File: src/rtl/sample_msg_demux_pkg.sv
// Shared definitions for sample_msg_demux: FSM encodings, header field helpers, error flag indices.
// Optional stall timeout is enabled by defining SPLITTER_TIMEOUT_EN.
package sample_msg_demux_pkg;

  typedef enum logic [1:0] {
    ST_IDLE = 2'd0,
    ST_MSG  = 2'd1,
    ST_SMP  = 2'd2,
    ST_DROP = 2'd3
  } state_e;

  localparam int MSG_DEST     = 0;
  localparam int ERR_STRAY    = 0;
  localparam int ERR_BAD_DEST = 1;
  localparam int ERR_ZERO_LEN = 2;
  localparam int ERR_TIMEOUT  = 3;

  // Header marker is always the MSB of the word.
  function automatic int hdr_flag_bit(input int wdth);
    return wdth - 1;
  endfunction

  // Destination field must encode the message port plus every sample channel.
  function automatic int dest_w(input int n_channels);
    return $clog2(n_channels + 1);
  endfunction

endpackage

File: src/rtl/sample_msg_demux_header_decode.sv
// msg_header_decode: combinational header field extraction and header fault classification.
module msg_header_decode
  import sample_msg_demux_pkg::*;
#(
  parameter int WDTH       = 32,
  parameter int N_CHANNELS = 2,
  parameter int LEN_W      = 8,
  parameter int DEST_W     = dest_w(N_CHANNELS)
) (
  input  logic [WDTH-1:0]   data_i,
  output logic              is_hdr_o,
  output logic [DEST_W-1:0] dest_o,
  output logic [LEN_W-1:0]  len_o,
  output logic              bad_dest_o,
  output logic              zero_len_o
);

  localparam logic [DEST_W-1:0] N_CH_L = DEST_W'(N_CHANNELS);

  assign is_hdr_o   = data_i[hdr_flag_bit(WDTH)];
  assign dest_o     = data_i[WDTH-2 -: DEST_W];
  assign len_o      = data_i[LEN_W-1:0];
  assign bad_dest_o = dest_o > N_CH_L;
  assign zero_len_o = len_o == '0;

  // Bits between the dest and len fields carry no meaning in a header.
  logic unused_bits;
  assign unused_bits = ^data_i;

endmodule

File: src/rtl/sample_msg_demux.sv
// sample_msg_demux: splits one framed stream into N_CHANNELS sample streams plus a message stream.
// Define SPLITTER_TIMEOUT_EN to abort packets that stall for TIMEOUT cycles.
module sample_msg_demux
  import sample_msg_demux_pkg::*;
#(
  parameter int WDTH       = 32,
  parameter int N_CHANNELS = 2,
  parameter int LEN_W      = 8,
  parameter int TIMEOUT    = 255
) (
  input  logic                  clk,
  input  logic                  rst_n,
  input  logic [WDTH-1:0]       in_data,
  input  logic                  in_nd,
  output logic [WDTH-1:0]       out_samples,
  output logic [N_CHANNELS-1:0] out_samples_nd,
  output logic [WDTH-1:0]       out_msg,
  output logic                  out_msg_nd,
  output logic                  error,
  output logic [3:0]            error_flags
);

  localparam int DEST_W = dest_w(N_CHANNELS);
  localparam int CH_W   = (N_CHANNELS > 1) ? $clog2(N_CHANNELS) : 1;

  logic              hdr_is_hdr;
  logic [DEST_W-1:0] hdr_dest;
  logic [LEN_W-1:0]  hdr_len;
  logic              hdr_bad_dest;
  logic              hdr_zero_len;

  msg_header_decode #(
    .WDTH       (WDTH),
    .N_CHANNELS (N_CHANNELS),
    .LEN_W      (LEN_W),
    .DEST_W     (DEST_W)
  ) u_hdr (
    .data_i     (in_data),
    .is_hdr_o   (hdr_is_hdr),
    .dest_o     (hdr_dest),
    .len_o      (hdr_len),
    .bad_dest_o (hdr_bad_dest),
    .zero_len_o (hdr_zero_len)
  );

  state_e                state_q, state_d;
  logic [LEN_W-1:0]      cnt_q, cnt_d;
  logic [CH_W-1:0]       chan_q, chan_d;
  logic [WDTH-1:0]       smp_q, smp_d;
  logic [N_CHANNELS-1:0] smp_nd_q, smp_nd_d;
  logic [WDTH-1:0]       msg_q, msg_d;
  logic                  msg_nd_q, msg_nd_d;
  logic                  err_q, err_d;
  logic [3:0]            flags_q, flags_d;

`ifdef SPLITTER_TIMEOUT_EN
  localparam int TMR_W = (TIMEOUT < 1) ? 1 : $clog2(TIMEOUT + 1);
  logic [TMR_W-1:0] tmr_q, tmr_d;
`endif

  always_comb begin
    state_d  = state_q;
    cnt_d    = cnt_q;
    chan_d   = chan_q;
    smp_d    = smp_q;
    smp_nd_d = '0;
    msg_d    = msg_q;
    msg_nd_d = 1'b0;
    err_d    = 1'b0;
    flags_d  = flags_q;
`ifdef SPLITTER_TIMEOUT_EN
    // Stall timer reloads on every accepted word and whenever idle between packets.
    tmr_d    = TMR_W'(TIMEOUT);
`endif
    unique case (state_q)
      ST_IDLE: begin
        if (in_nd) begin
          if (!hdr_is_hdr) begin
            err_d              = 1'b1;
            flags_d[ERR_STRAY] = 1'b1;
          end else if (hdr_zero_len) begin
            err_d                 = 1'b1;
            flags_d[ERR_ZERO_LEN] = 1'b1;
          end else if (hdr_bad_dest) begin
            err_d                 = 1'b1;
            flags_d[ERR_BAD_DEST] = 1'b1;
            cnt_d                 = hdr_len;
            state_d               = ST_DROP;
          end else if (hdr_dest == DEST_W'(MSG_DEST)) begin
            msg_d    = in_data;
            msg_nd_d = 1'b1;
            cnt_d    = hdr_len;
            state_d  = ST_MSG;
          end else begin
            chan_d  = CH_W'(hdr_dest - DEST_W'(1));
            cnt_d   = hdr_len;
            state_d = ST_SMP;
          end
        end
      end
      default: begin
        if (in_nd) begin
          cnt_d = cnt_q - LEN_W'(1);
          if (cnt_q == LEN_W'(1)) state_d = ST_IDLE;
          if (state_q == ST_MSG) begin
            msg_d    = in_data;
            msg_nd_d = 1'b1;
          end else if (state_q == ST_SMP) begin
            smp_d    = in_data;
            smp_nd_d = N_CHANNELS'(1) << chan_q;
          end
        end
`ifdef SPLITTER_TIMEOUT_EN
        else if (tmr_q == TMR_W'(1)) begin
          err_d                = 1'b1;
          flags_d[ERR_TIMEOUT] = 1'b1;
          cnt_d                = '0;
          state_d              = ST_IDLE;
        end else begin
          tmr_d = tmr_q - TMR_W'(1);
        end
`endif
      end
    endcase
  end

  always_ff @(posedge clk) begin
    if (!rst_n) begin
      state_q  <= ST_IDLE;
      cnt_q    <= '0;
      chan_q   <= '0;
      smp_q    <= '0;
      smp_nd_q <= '0;
      msg_q    <= '0;
      msg_nd_q <= 1'b0;
      err_q    <= 1'b0;
      flags_q  <= '0;
`ifdef SPLITTER_TIMEOUT_EN
      tmr_q    <= TMR_W'(TIMEOUT);
`endif
    end else begin
      state_q  <= state_d;
      cnt_q    <= cnt_d;
      chan_q   <= chan_d;
      smp_q    <= smp_d;
      smp_nd_q <= smp_nd_d;
      msg_q    <= msg_d;
      msg_nd_q <= msg_nd_d;
      err_q    <= err_d;
      flags_q  <= flags_d;
`ifdef SPLITTER_TIMEOUT_EN
      tmr_q    <= tmr_d;
`endif
    end
  end

  assign out_samples    = smp_q;
  assign out_samples_nd = smp_nd_q;
  assign out_msg        = msg_q;
  assign out_msg_nd     = msg_nd_q;
  assign error          = err_q;
  assign error_flags    = flags_q;

endmodule

File: config.mk
export PLATFORM = sky130hd
export DESIGN_NAME = sample_msg_demux
export DESIGN_NICKNAME = d
export VERILOG_FILES = /design/src/rtl/sample_msg_demux_pkg.sv /design/src/rtl/sample_msg_demux_header_decode.sv /design/src/rtl/sample_msg_demux.sv
export SDC_FILE = /design/constraint.sdc
export NUM_CORES = 1
export LEC_CHECK = 0
export CAP_MARGIN = 20
export CORE_MARGIN = 2
export CORE_UTILIZATION = 38
export DETAILED_ROUTE_END_ITERATION = 10
export PLACE_DENSITY = 0.77
export SYNTH_ARGS = -nofsm -noshare
export SYNTH_HDL_FRONTEND = slang
export SYNTH_SLANG_ARGS = --single-unit
File: constraint.sdc
create_clock -name clk -period 2.3 [get_ports clk]
set_clock_uncertainty 0.15 [all_clocks]
set_input_delay 0.345 -clock clk [delete_from_list [all_inputs] [get_ports clk]]
set_output_delay 0.345 -clock clk [all_outputs]
set_load 0.05 [all_outputs]
Yosys cells after proc, flatten, opt, wreduce, memory -nomap -nowiden
Cells that the tools add are included.
{"block": "op_classes", "add_sub_neg": 2, "magnitude_cmp": 1, "n_bitwise": 9, "reduce_logical": 15, "mux": 32, "shift": 1, "n_eq_ne": 7}
{"operator": "$mux 32", "n": 8}
{"operator": "$mux 8", "n": 5}
{"operator": "$mux 2", "n": 8}
{"operator": "$reduce_and 4->1", "n": 3}
{"operator": "$reduce_and 6->1", "n": 2}
{"operator": "$mux 1", "n": 11}
{"operator": "$not 1->1", "n": 9}
{"operator": "$reduce_and 3->1", "n": 3}
{"operator": "$eq 8x1->1 const B", "n": 1}
{"operator": "$logic_not 8->1", "n": 1}
{"operator": "$ne 2x2->1 const B", "n": 4}
{"operator": "$sub 8x1->8 const B", "n": 1}
{"operator": "$reduce_and 5->1", "n": 1}
{"operator": "$reduce_or 5->1", "n": 1}
{"operator": "$logic_not 2->1", "n": 2}
{"operator": "$reduce_bool 2->1", "n": 2}
{"operator": "$eq 2x1->1 const B", "n": 1}
{"operator": "$eq 2x2->1 const B", "n": 1}
{"operator": "$gt 2x2->1 const B", "n": 1}
{"operator": "$shl 1x1->2 const A", "n": 1}
{"operator": "$sub 1x1->1 const B", "n": 1}
{"block": "word_totals", "reg_bits": 82, "elab_cells": 78, "in_bits": 35, "output_inout_bits": 72}

Depth between registers and ports, before layout
Gate-level depths: netlist (run 1).
{"block": "depth", "word_depth": 7, "depth_mapped": 6, "ltp_nobuf": 5}

Cells and area by module
A second synthesis (run 1) with hierarchy kept.
{"block": "hier_totals", "hier_cells": 402, "hier_area_um2": 3343.2}
{"module": "sample_msg_demux", "instances": 1, "cells_per_inst": 387, "area_each_um2": 3235.6}
{"module": "msg_header_decode", "instances": 1, "cells_per_inst": 15, "area_each_um2": 107.6}

Worst setup path before layout (run 1)
OpenSTA, ideal clock, no wires.
{"block": "synth_timing", "kind": "input port to flip-flop", "from": "in in_data[4]", "to": "reg msg_q[10], in the netlist out_msg[10]", "slack_ns": 0.331, "setup_ns": 0.072, "stages": 5, "path_buffers": 1, "required_time_ns": 2.078, "arrival_ns": 1.748, "path_cell_list": "or4_4 o21a_4 a31oi_4 buf_12 mux2i_1"}
{"block": "synth_via", "elab_chain_len": 3}
{"item": "start: declaration", "line_no": "sample_msg_demux.sv:13", "source": "input logic [WDTH-1:0] in_data,"}
{"item": "$logic_not 8->1", "line_no": "sample_msg_demux_header_decode.sv:24", "source": "assign zero_len_o = len_o == '0;"}
{"item": "$ne 2x2->1 (no source line)"}
{"item": "$reduce_and 6->1 (no source line)"}
{"item": "end signal: assignment", "line_no": "sample_msg_demux.sv:147", "source": "msg_q <= msg_d;"}
{"item": "end: declaration", "line_no": "sample_msg_demux.sv:51", "source": "logic [WDTH-1:0] msg_q, msg_d;"}
No other way between the ends.
A chain may end at the register's enable or synchronous reset.

Worst setup path in the final report (run 1)
{"block": "layout_timing", "from": "in in_data[4]", "to": "reg msg_q[13], in the netlist out_msg[13]"}
Same word-level chain as after synthesis.

==> flow_summary.json, run 1 <==
{
  "outcome": "finished clean",
  "synth.largest_area_cell": "dfxtp_1",
  "drt-pass1-iter-count": 5,
  "ir_drop_mv": 0.3469,
  "n_antenna_cell": 0,
  "regArea_sq_mm": 0.001642,
  "ant_nets": 0,
  "rr_startpoint": "state_q[0]",
  "finalCriticalPeriod_ns": 2.131,
  "finalNetCount": 549,
  "cellLeakagePower_nw": 1.956,
  "syn_inst": 399,
  "synth_top_cells_by_area": "dfxtp_1, nand2_1, mux2i_1",
  "hpwlAfterDp_um": 6476,
  "cp.required_ns": 2.41,
  "worst_hold_path.endpoint": "out_samples[31]",
  "synth_edf_count": 0,
  "post-route-period-util_pct": 92.64,
  "antenna_found_initial": 0,
  "end_kind": "register",
  "hold_class": "reg2reg",
  "area_growth_pct": 42.93,
  "core_sq_mm": 0.008721,
  "drc": 0,
  "postLayoutCoreUtil_pct": 55.80,
  "setup_violations": 0,
  "via_count": 3118,
  "via_per_inst": 5.021,
  "cts_root_buffer": "clkbuf_8",
  "clock.fmax_mhz": 469.3,
  "routedWlPerCell_um": 14.43,
  "yosysSeqAreaShare_pct": 48.22,
  "ys_ff_latch": 82,
  "holdPathStages": 2,
  "finalHoldViolCount": 0,
  "clk_path_buf_depth": 2,
  "final-instance-count-excl-fill": 621,
  "min_from": "out_samples[31]",
  "dp_cells": 606,
  "cts.repair.resized": 0,
  "tritoncts": "yes",
  "routed_wl_um": 8958,
  "netlist_top_cells_count": "nand2_1, dfxtp_1, a21oi_1",
  "ys_types": 46,
  "async_flop_share_pct": 0,
  "synthesis.nets": 439,
  "tightest_slew_ns": 0.7164,
  "rsz0062_at_grt": "no",
  "postCtsSetupBuffers": 0,
  "grt_max_degree": 74,
  "place_congestion": 0.8186,
  "clkSlewWorstSetupHoldPaths_ns": 0.08,
  "r2r_end": "chan_q",
  "r2r_setup_slack_ns": 0.48,
  "htree_levels": 3,
  "relSlewSlack_pct": 52.24,
  "crit_fanout": 15,
  "io_buffers": 105,
  "io_pins": 107,
  "power_mw": 3.370,
  "die_x_um": 98.66,
  "drive_gt1_share_pct": 8.772,
  "powerDensity_mw_per_mm2": 692.5,
  "synth_flop_cell": "dfxtp_1",
  "drv_cap": 0,
  "initial_utilization_pct": 39.04,
  "critPathKind": "in2reg",
  "r2r_cells": 5,
  "grt_pass1_wl_um": 14740,
  "critPathArrivalTime_ns": 2.24,
  "clk_latency_ns": 0.34,
  "maxSlewViolCount": 0,
  "grt_pass1_vias": 3040,
  "timing.setup.tns_ns": 0,
  "syn_area_per_cell_sq_um": 8.533,
  "synth_most_common_cell": "nand2_1",
  "track_usage_pct": 18.41,
  "synth_top_area_share_pct": 48.22,
  "yosysWarningCount": 0,
  "fp.dieH_um": 98.66,
  "num-fill-cells": 797,
  "drt_iter0_drc": 124,
  "cts.sinks": 82,
  "ctsHoldBuffers": 0,
  "die_area_sq_mm": 0.009733,
  "grt_overflow": 0,
  "synth.cell_area_sq_mm": 0.003405,
  "multi_input_area_sq_mm": 0.001575,
  "numCtsBuffers": 9,
  "worst_setup_path_start_kind": "primary input",
  "rows": 34
}
## flip-flops by register name, summed over array words and instances, names as in the netlist
register / flops
state_q: 2
error: 1
out_samples: 32
out_samples_nd: 2
cnt_q: 8
chan_q: 1
out_msg_nd: 1
error_flags: 3
out_msg: 32
## cell families after synthesis
| kind of cell | after synthesis | share of synthesized area [%] |
|---|---|---|
| other | 1 | 0.1101 |
| buffers and inverters | 36 | 5.513 |
| AOI/OAI and AO/OA | 68 | 12.75 |
| muxes | 33 | 9.702 |
| and+or+nand+nor | 174 | 21.87 |
| DFF | 82 | 48.22 |
| adders and majority gates | 5 | 1.838 |
## area by class of cell
type                       count  area share [%]
multi-input combinational    281           32.37
timing repair buffer         128           25.82
clock inverter                 5           2.134
tap                          108           2.777
inverter                       7          0.5400
clock buffer                  10           2.623
sequential                    82           33.74
## worst max-delay path by stage
stage | from | to | slack, ns | cells past startpoint
floorplan | in_data[4] | out_msg[10] | 0.33 | 5
global placement | in_data[4] | out_msg[22] | -0.10 | 6
finish | in_data[4] | out_msg[13] | 0.17 | 6
detailed placement | in_data[4] | out_msg[21] | -0.17 | 6
global route | in_data[4] | out_msg[13] | 0.1 | 6
CTS | in_data[4] | out_msg[21] | 0.18 | 6
## through the flow
| stage | hold slack, ns | worst slack [ns] | area [sq um] |
|---|---|---|---|
| 2_1_floorplan | 0.2642 | 0.3306 | 3405 |
| 3_3_place_gp | 0.2920 | -0.1049 | 4634 |
| 3_5_place_dp | 0.2976 | -0.1730 | 4634 |
| 4_1_cts | 0.3084 | 0.1813 | 4866 |
| 5_1_grt | 0.3274 | 0.09924 | 4866 |
| 6_report | 0.3039 | 0.1693 | 4866 |
## report_power, final
part / internal, mW / switching [mW] / total (mW)
Clock: 0.717 / 0.513 / 1.23
Combinational: 0.247 / 0.369 / 0.616
Sequential: 1.48 / 0.0444 / 1.52
Total: 2.44 / 0.927 / 3.37
## layout by cell type, fill, tap and decap left out, types with 3 or more instances in the layout
cell	n
nor2b_1	3
a21oi_1	37
o21a_1	4
ha_1	5
bufinv_16	3
clkbuf_8	9
o22ai_1	5
inv_1	7
mux2i_1	33
clkdlybuf4s50_1	104
dfxtp_1	82
o21ai_0	3
nand2_1	138
buf_12	3
a32oi_1	3
buf_4	20
nor2_1	11
nand3_1	3
## critical path, stage by stage
cell and delay (ns):
clkdlybuf4s50_1 0.43, or4_4 0.59, o21a_4 0.25, a31oi_4 0.21, buf_12 0.20, mux2i_1 0.21
## metal layers
metal	global-route usage, %	vias to the layer above	routed length, um
met4	5.901	0	87
met2	30.77	91	4415
met3	3.830	9	479
met1	23.89	1470	3976
li1	-	1548	-
met5	0	-	0
Note: power is estimated with default switching activity, not from simulation.
==> run 2: changes to the inputs <==
--- a/config.mk
+++ b/config.mk
@@ -8,6 +8,7 @@
 export CAP_MARGIN = 20
 export CORE_MARGIN = 2
 export CORE_UTILIZATION = 38
+export CTS_BUF_LIST = sky130_fd_sc_hd__clkbuf_8
 export DETAILED_ROUTE_END_ITERATION = 10
 export PLACE_DENSITY = 0.77
 export SYNTH_ARGS = -nofsm -noshare
==> flow_summary.json, run 2 (synthesis results as in run 1) <==
{
  "outcome": "finished clean",
  "layout_commonest_cell": "nand2_1",
  "grt_pass1_wl_um": 14740,
  "finalNetCount": 549,
  "io_pins": 107,
  "cellLeakagePower_nw": 1.960,
  "final_area_sq_mm": 0.004866,
  "maxSlewViolCount": 0,
  "crit_fanout": 15,
  "drc": 0,
  "die_area_sq_mm": 0.009733,
  "fin_ws_ns": 0.1701,
  "relSlewSlack_pct": 52.35,
  "routedWlPerCell_um": 14.45,
  "rr_startpoint": "state_q[0]",
  "finalHoldViolCount": 0,
  "drt_iter0_drc": 125,
  "htree_levels": 3,
  "setup_violations": 0,
  "regArea_sq_mm": 0.001642,
  "drt-pass1-iter-count": 5,
  "multi_input_area_sq_mm": 0.001575,
  "powerDensity_mw_per_mm2": 691.8,
  "ant_nets": 0,
  "fp.dieH_um": 98.66,
  "rsz0062_at_grt": "no",
  "worst_path_max_delay_cell": "or4_4",
  "postLayoutCoreUtil_pct": 55.80,
  "io_buffers": 105,
  "num-fill-cells": 797,
  "r2r_setup_slack_ns": 0.47,
  "power_mw": 3.366,
  "routed_wl_um": 8975,
  "crit_path_end": "out_msg[13]",
  "grt_pass1_vias": 3040,
  "post-route-period-util_pct": 92.61,
  "tritoncts": "yes",
  "dp_slack_ns": -0.1730,
  "drv_cap": 0,
  "clock.fmax_mhz": 469.5,
  "postCtsSetupBuffers": 0,
  "worst_setup_path_start_kind": "primary input",
  "clk_path_buf_depth": 2,
  "critPathArrivalTime_ns": 2.24,
  "numCtsBuffers": 9,
  "r2r_cells": 5,
  "cts_root_buffer": "clkbuf_8",
  "hold_class": "reg2reg",
  "finalCriticalPeriod_ns": 2.130,
  "cp.buffers_inverters": 2,
  "end_kind": "register",
  "whs_ns": 0.3051,
  "die_x_um": 98.66,
  "tightest_slew_ns": 0.7148,
  "place_congestion": 0.8186,
  "via_count": 3126,
  "clkSlewWorstSetupHoldPaths_ns": 0.08,
  "cts.sinks": 82,
  "initial_utilization_pct": 39.04,
  "area_growth_pct": 42.93,
  "ir_drop_mv": 0.3474,
  "rows": 34,
  "final_cell_mix": "nand2_1, clkdlybuf4s50_1, dfxtp_1",
  "ctsHoldBuffers": 0,
  "n_antenna_cell": 0,
  "via_per_inst": 5.034,
  "crit_path_cell_trace": "clkdlybuf4s50_1 -> or4_4 -> o21a_4 -> a31oi_4 -> buf_12 -> mux2i_1",
  "track_usage_pct": 18.41,
  "cp.required_ns": 2.41,
  "max_stage_delay_ns": 0.59,
  "post_dp_cell_area_sq_mm": 0.004634,
  "r2r_end": "chan_q",
  "antenna_found_initial": 0,
  "hpwlAfterDp_um": 6476,
  "cp_num_cells": 6,
  "core_sq_mm": 0.008721,
  "cts.repair.resized": 0,
  "drive_gt1_share_pct": 8.772,
  "startpoint": "in_data[4]",
  "grt_max_degree": 74,
  "cp_top_family": "buffers and inverters",
  "clk_latency_ns": 0.34,
  "grt_overflow": 0,
  "critPathKind": "in2reg"
}
run 2: changes by cell type in the layout (fill, tap and decap cells not counted):
cell,change
inv_1,+1
clkbuf_1,-1
run 2: per-layer routing:
layer  GRT usage, %  share of wire [%]  vias up
met2          30.77                 49       93
met4          5.901               0.97        0
met5              0                  0        -
met3          3.830                5.4        9
li1               -                  -     1549
met1          23.89                 44     1475
run 2: worst min-delay path by stage:
| stage | from | to | slack (ns) | cells past startpoint |
|---|---|---|---|---|
| 3_5_place_dp | out_samples[16] | out_samples[16] | 0.30 | 2 |
| 2_1_floorplan | chan_q | out_samples_nd[0] | 0.26 | 1 |
| 5_1_grt | out_samples[11] | out_samples[11] | 0.33 | 2 |
| 6_report | out_samples[31] | out_samples[31] | 0.31 | 2 |
| 4_1_cts | out_samples[16] | out_samples[16] | 0.31 | 2 |
| 3_3_place_gp | out_samples[16] | out_samples[16] | 0.29 | 2 |
run 2: final cells by class:
cell class                      count  area share (%)
Inverter                            7          0.5400
Tap cell                          108           2.777
Clock buffer                        9           2.546
Multi-Input combinational cell    281           32.37
Sequential cell                    82           33.74
Timing Repair Buffer              128           25.82
Clock inverter                      6           2.211
run 2: worst min-delay path: cells and delay by family (launching register included):
kind            cells  cell delay (ns)
compound gates      1             0.05
flops               1             0.31
simple gates        1             0.05
run 2: stage by stage:
stage / instances / TNS, ns
after detailed placement: 606 / -4.752
after global placement: 606 / -2.978
after global routing: 621 / 0
after floorplan: 399 / 0
after CTS: 621 / 0
final: 621 / 0
run 2: where the power goes:
part	switching [mW]	internal (mW)	total, mW
combinational	0.370	0.247	0.616
clock	0.514	0.712	1.23
sequential	0.0444	1.48	1.52
==> run 3: changes to the inputs <==
--- a/config.mk
+++ b/config.mk
@@ -10,7 +10,9 @@
 export CORE_UTILIZATION = 38
 export CTS_BUF_LIST = sky130_fd_sc_hd__clkbuf_8
 export DETAILED_ROUTE_END_ITERATION = 10
-export PLACE_DENSITY = 0.77
+export PLACE_DENSITY = 0.78
+export SKIP_LAST_GASP = 1
 export SYNTH_ARGS = -nofsm -noshare
 export SYNTH_HDL_FRONTEND = slang
+export SYNTH_HIERARCHICAL = 1
 export SYNTH_SLANG_ARGS = --single-unit
==> flow_summary.json, run 3 <==
{
  "outcome": "finished clean",
  "drive_gt1_share_pct": 9.961,
  "ys_ff_latch": 82,
  "powerDensity_mw_per_mm2": 698.2,
  "n_antenna_cell": 0,
  "cp.required_ns": 2.39,
  "final_cell_mix": "nand2_1, clkdlybuf4s50_1, dfxtp_1",
  "rsz0062_at_grt": "no",
  "power_mw": 3.361,
  "routed_wl_um": 8897,
  "synth_top_area_share_pct": 49.10,
  "clk_latency_ns": 0.35,
  "htree_levels": 3,
  "multi_input_area_sq_mm": 0.001478,
  "via_per_inst": 5.010,
  "numCtsBuffers": 9,
  "rows": 34,
  "track_usage_pct": 18.92,
  "crit_path_cell_trace": "clkdlybuf4s50_1 -> or4_1 -> nor2_2 -> nand2b_1 -> a21bo_2 -> buf_12 -> nor2_1 -> o221a_2",
  "drc": 0,
  "clk_path_buf_depth": 2,
  "synth_edf_count": 0,
  "grt_pass1_wl_um": 14760,
  "worst_path_max_delay_cell": "or4_1",
  "ctsHoldBuffers": 0,
  "tritoncts": "yes",
  "drv_cap": 0,
  "drt_iter0_drc": 180,
  "whs_ns": 0.3084,
  "routedWlPerCell_um": 14.35,
  "synth_most_common_cell": "nand2_1",
  "synth_flop_cell": "dfxtp_1",
  "fp.dieH_um": 97.80,
  "die_x_um": 97.80,
  "initial_utilization_pct": 38.71,
  "drt-pass1-iter-count": 5,
  "ir_drop_mv": 0.4066,
  "syn_area_per_cell_sq_um": 8.316,
  "regArea_sq_mm": 0.001642,
  "via_count": 3106,
  "finalCriticalPeriod_ns": 2.189,
  "clkSlewWorstSetupHoldPaths_ns": 0.08,
  "worst_setup_path_start_kind": "primary input",
  "io_pins": 107,
  "tightest_slew_ns": 0.5935,
  "cts.sinks": 82,
  "synth.largest_area_cell": "dfxtp_1",
  "cellLeakagePower_nw": 1.743,
  "setup_violations": 0,
  "maxSlewViolCount": 0,
  "die_area_sq_mm": 0.009564,
  "ant_nets": 0,
  "critPathArrivalTime_ns": 2.28,
  "finalHoldViolCount": 0,
  "synthesis.nets": 439,
  "finalNetCount": 544,
  "cp_top_family": "simple AND/OR/NAND/NOR gates",
  "layout_commonest_cell": "nand2_1",
  "num-fill-cells": 755,
  "critPathKind": "in2reg",
  "post-route-period-util_pct": 95.16,
  "netlist_top_cells_count": "nand2_1, dfxtp_1, a21oi_1",
  "hold_class": "reg2reg",
  "async_flop_share_pct": 0,
  "grt_overflow": 0,
  "clock.fmax_mhz": 456.9,
  "io_buffers": 105,
  "max_stage_delay_ns": 0.55,
  "ys_types": 41,
  "antenna_found_initial": 0,
  "grt_max_degree": 76,
  "timing.setup.tns_ns": 0,
  "place_congestion": 0.8339,
  "relSlewSlack_pct": 60.39,
  "syn_inst": 402,
  "cts_root_buffer": "clkbuf_8",
  "end_kind": "register",
  "synth.cell_area_sq_mm": 0.003343,
  "cp.buffers_inverters": 2,
  "synth_top_cells_by_area": "dfxtp_1, nand2_1, mux2i_1",
  "yosysSeqAreaShare_pct": 49.10,
  "crit_fanout": 6,
  "core_sq_mm": 0.008636,
  "yosysWarningCount": 6,
  "area_growth_pct": 43.97,
  "hpwlAfterDp_um": 6415,
  "grt_pass1_vias": 3023
}
-- run 3: timing repair --
item / in CTS / in global routing
buffers inserted: 0 / 0
endpoints found under the setup margin: 0 / 1
gates resized for setup: 0 / 1
-- run 3: where the power goes --
part | leakage [nW] | total (mW) | internal [mW] | switching (mW)
clock network | 0.116 | 1.21 | 0.677 | 0.538
logic | 0.962 | 0.628 | 0.252 | 0.376
registers | 0.665 | 1.52 | 1.48 | 0.0397
-- run 3: logic make-up (layout without fill, tap and decap cells) --
logic type	after synthesis	after routing	share of synthesized area, %
AO/OA/AOI/OAI	62	62	10.55
multiplexers	33	33	9.918
flip-flops	82	82	49.10
buffers and inverters	41	151	6.774
other	1	1	0.1122
adder cells (fa/ha/maj)	2	2	0.7484
AND/OR/NAND/NOR	181	181	22.79
-- run 3: layer usage --
metal | up-vias | GRT usage, % | part of all wire [%]
met5 | - | 0 | 0
li1 | 1530 | - | -
met1 | 1451 | 24.33 | 43
met2 | 111 | 30.61 | 48
met3 | 14 | 5.369 | 7.4
met4 | 0 | 6.624 | 1.5
-- run 3: through the flow --
stage / instances / area, sq um / utilization, % / worst slack (ns)
6_report: 620 / 4813 / 55.74 / 0.1114
5_1_grt: 620 / 4813 / 55.74 / 0.02814
4_1_cts: 620 / 4811 / 55.71 / 0.08784
3_5_place_dp: 604 / 4574 / 52.97 / -0.2714
3_3_place_gp: 604 / 4574 / 52.97 / -0.2061
2_1_floorplan: 402 / 3343 / - / 0.2583
-- run 3: path summary, 6_finish.rpt --
check         startpoint     endpoint  slack [ns]  cells after the start
min reg2reg  out_msg[13]  out_msg[13]        0.31                      2
max           in_data[7]     cnt_q[4]        0.11                      8
min          out_msg[13]  out_msg[13]        0.31                      2
max reg2reg   state_q[1]   out_msg[6]        0.31                      5
-- run 3: final cells by class --
type	count	area share, %
Sequential cell	82	34.10
Timing Repair Buffer	132	27.24
Clock inverter	5	1.768
Clock buffer	11	3.145
Inverter	3	0.2339
Multi-Input combinational cell	279	30.70
Tap cell	108	2.807
-- run 3: tightest hold or removal path: stages (launching register included) --
cell     delay (ns)
dfxtp_1        0.32
nand2_1        0.05
mux2i_1        0.05
==> RTL change, RTL diff (settings of run 3) <==
Encoding of `state_e`: now one-hot (4 bits for 4 states).
--- a/src/rtl/sample_msg_demux_pkg.sv
+++ b/src/rtl/sample_msg_demux_pkg.sv
@@ -4,7 +4,7 @@
 
-  typedef enum logic [1:0] {
-    ST_IDLE = 2'd0,
-    ST_MSG  = 2'd1,
-    ST_SMP  = 2'd2,
-    ST_DROP = 2'd3
+  typedef enum logic [3:0] {
+    ST_IDLE = 4'b0001,
+    ST_MSG  = 4'b0010,
+    ST_SMP  = 4'b0100,
+    ST_DROP = 4'b1000
   } state_e;
Function: same outputs for any inputs over 4 cycles, from zero or initial values and one cycle with rst_n low; so few cycles prove little.
==> RTL change against run 3 <==
  * Total power shrank 4.4%
  * Sequential share of layout area decreased by 0.84 points
  * First-iteration DRC count shrank 16%
  * Sequential cell count up 2
  * Wire length is 8.2% higher
  * Design area up 5.0%
  * Worst setup slack better by 0.016 ns
  * Area after synthesis rose by 3.9%
  * Critical endpoint is now out_msg[2]$_SDFFE_PN0P_
==> RTL change: results (changes against run 3) <==
outcome finished, final reports clean; first-pass GRT wire length 15800 um (+7.1%); placed cells 619 (+2.5%); drt initial violations 151 (-16%); Cell Area, Placed 4760 sq um (+4.0%); top cells by count, synth nand2_1 (136), dfxtp_1 (84), a21oi_1 (36); layout cells sized above 1 11.7% (+1.8 points); cells taking the most area after synthesis dfxtp_1 (48%), nand2_1 (15%), mux2i_1 (9.2%); crit-path max cell delay 0.41 ns (-0.14 ns); met2 wire len 4730 um (+11%); dpl ws -0.421 ns (-0.150 ns); net load switching power 0.000862 W (-9.6%); Data buffer area share 28.0% (+0.73 points); Nets 561 (+3.1%); HP Class primary input to flip-flop; largest net degree at the start of global routing 34 (-55%); Leak 1.88 nW (+7.8%); max_slew headroom 64.6% (+4.2 points); clock buf count 10 (-1); Worst Path Max Fanout 7 (+1); Post-Syn Nets 444 (+1.1%); GR Util met3 6.32% (+0.96 points); cell count after synthesis 407 (+1.2%); fillers 759 (+0.53%); Seq cells 84 (+2.4%); met2 Use GR 33.8% (+3.2 points); Slowest-stage cell, CP clkdlybuf4s50_1; fin util 57.4% (+1.7 points); GRT Total Usage 20.1% (+1.2 points); critical path's top delay family buffers and inverters; vias in the first global route 3255 (+7.7%); nonclk buf count 144 (+9.1%); total wire length 9630 um (+8.2%); area of the multi-input gates 1580 sq um (+6.6%); clock share of power 36.8% (+0.7 points); count of cell types in the netlist 44 (+7.3%); Inverters 6 (+3)
==> RTL change: cell types whose count changed after synthesis, sizes merged, moves of 3 or more <==
cell | run 3 | this run
nor2 | 19 | 11
a21oi | 40 | 36
inv | 3 | 6
o22ai | 4 | 1
==> RTL change: path summary, 6_finish.rpt <==
check / start / endpoint / slack (ns) / cells after the start
setup reg to reg: state_q[2]$_SDFFE_PN0P_ / cnt_q[1]$_SDFFE_PN0P_ / 0.26 / 5
hold / removal: rst_n / out_msg[4]$_SDFFE_PN0P_ / 0.24 / 3
hold reg to reg: out_samples[12]$_SDFFE_PN0P_ / out_samples[12]$_SDFFE_PN0P_ / 0.31 / 2
setup / recovery: in_data[30] / out_msg[2]$_SDFFE_PN0P_ / 0.13 / 8
==> RTL change: cell families after synthesis <==
group | after synthesis | share of synthesized area (%)
DFF | 84 | 48.4
other | 1 | 0.108
and+or+nand+nor | 179 | 22.7
adders and majority gates | 2 | 0.720
muxes | 32 | 9.22
AOI/OAI and AO/OA | 65 | 12.1
buffers and inverters | 44 | 6.81
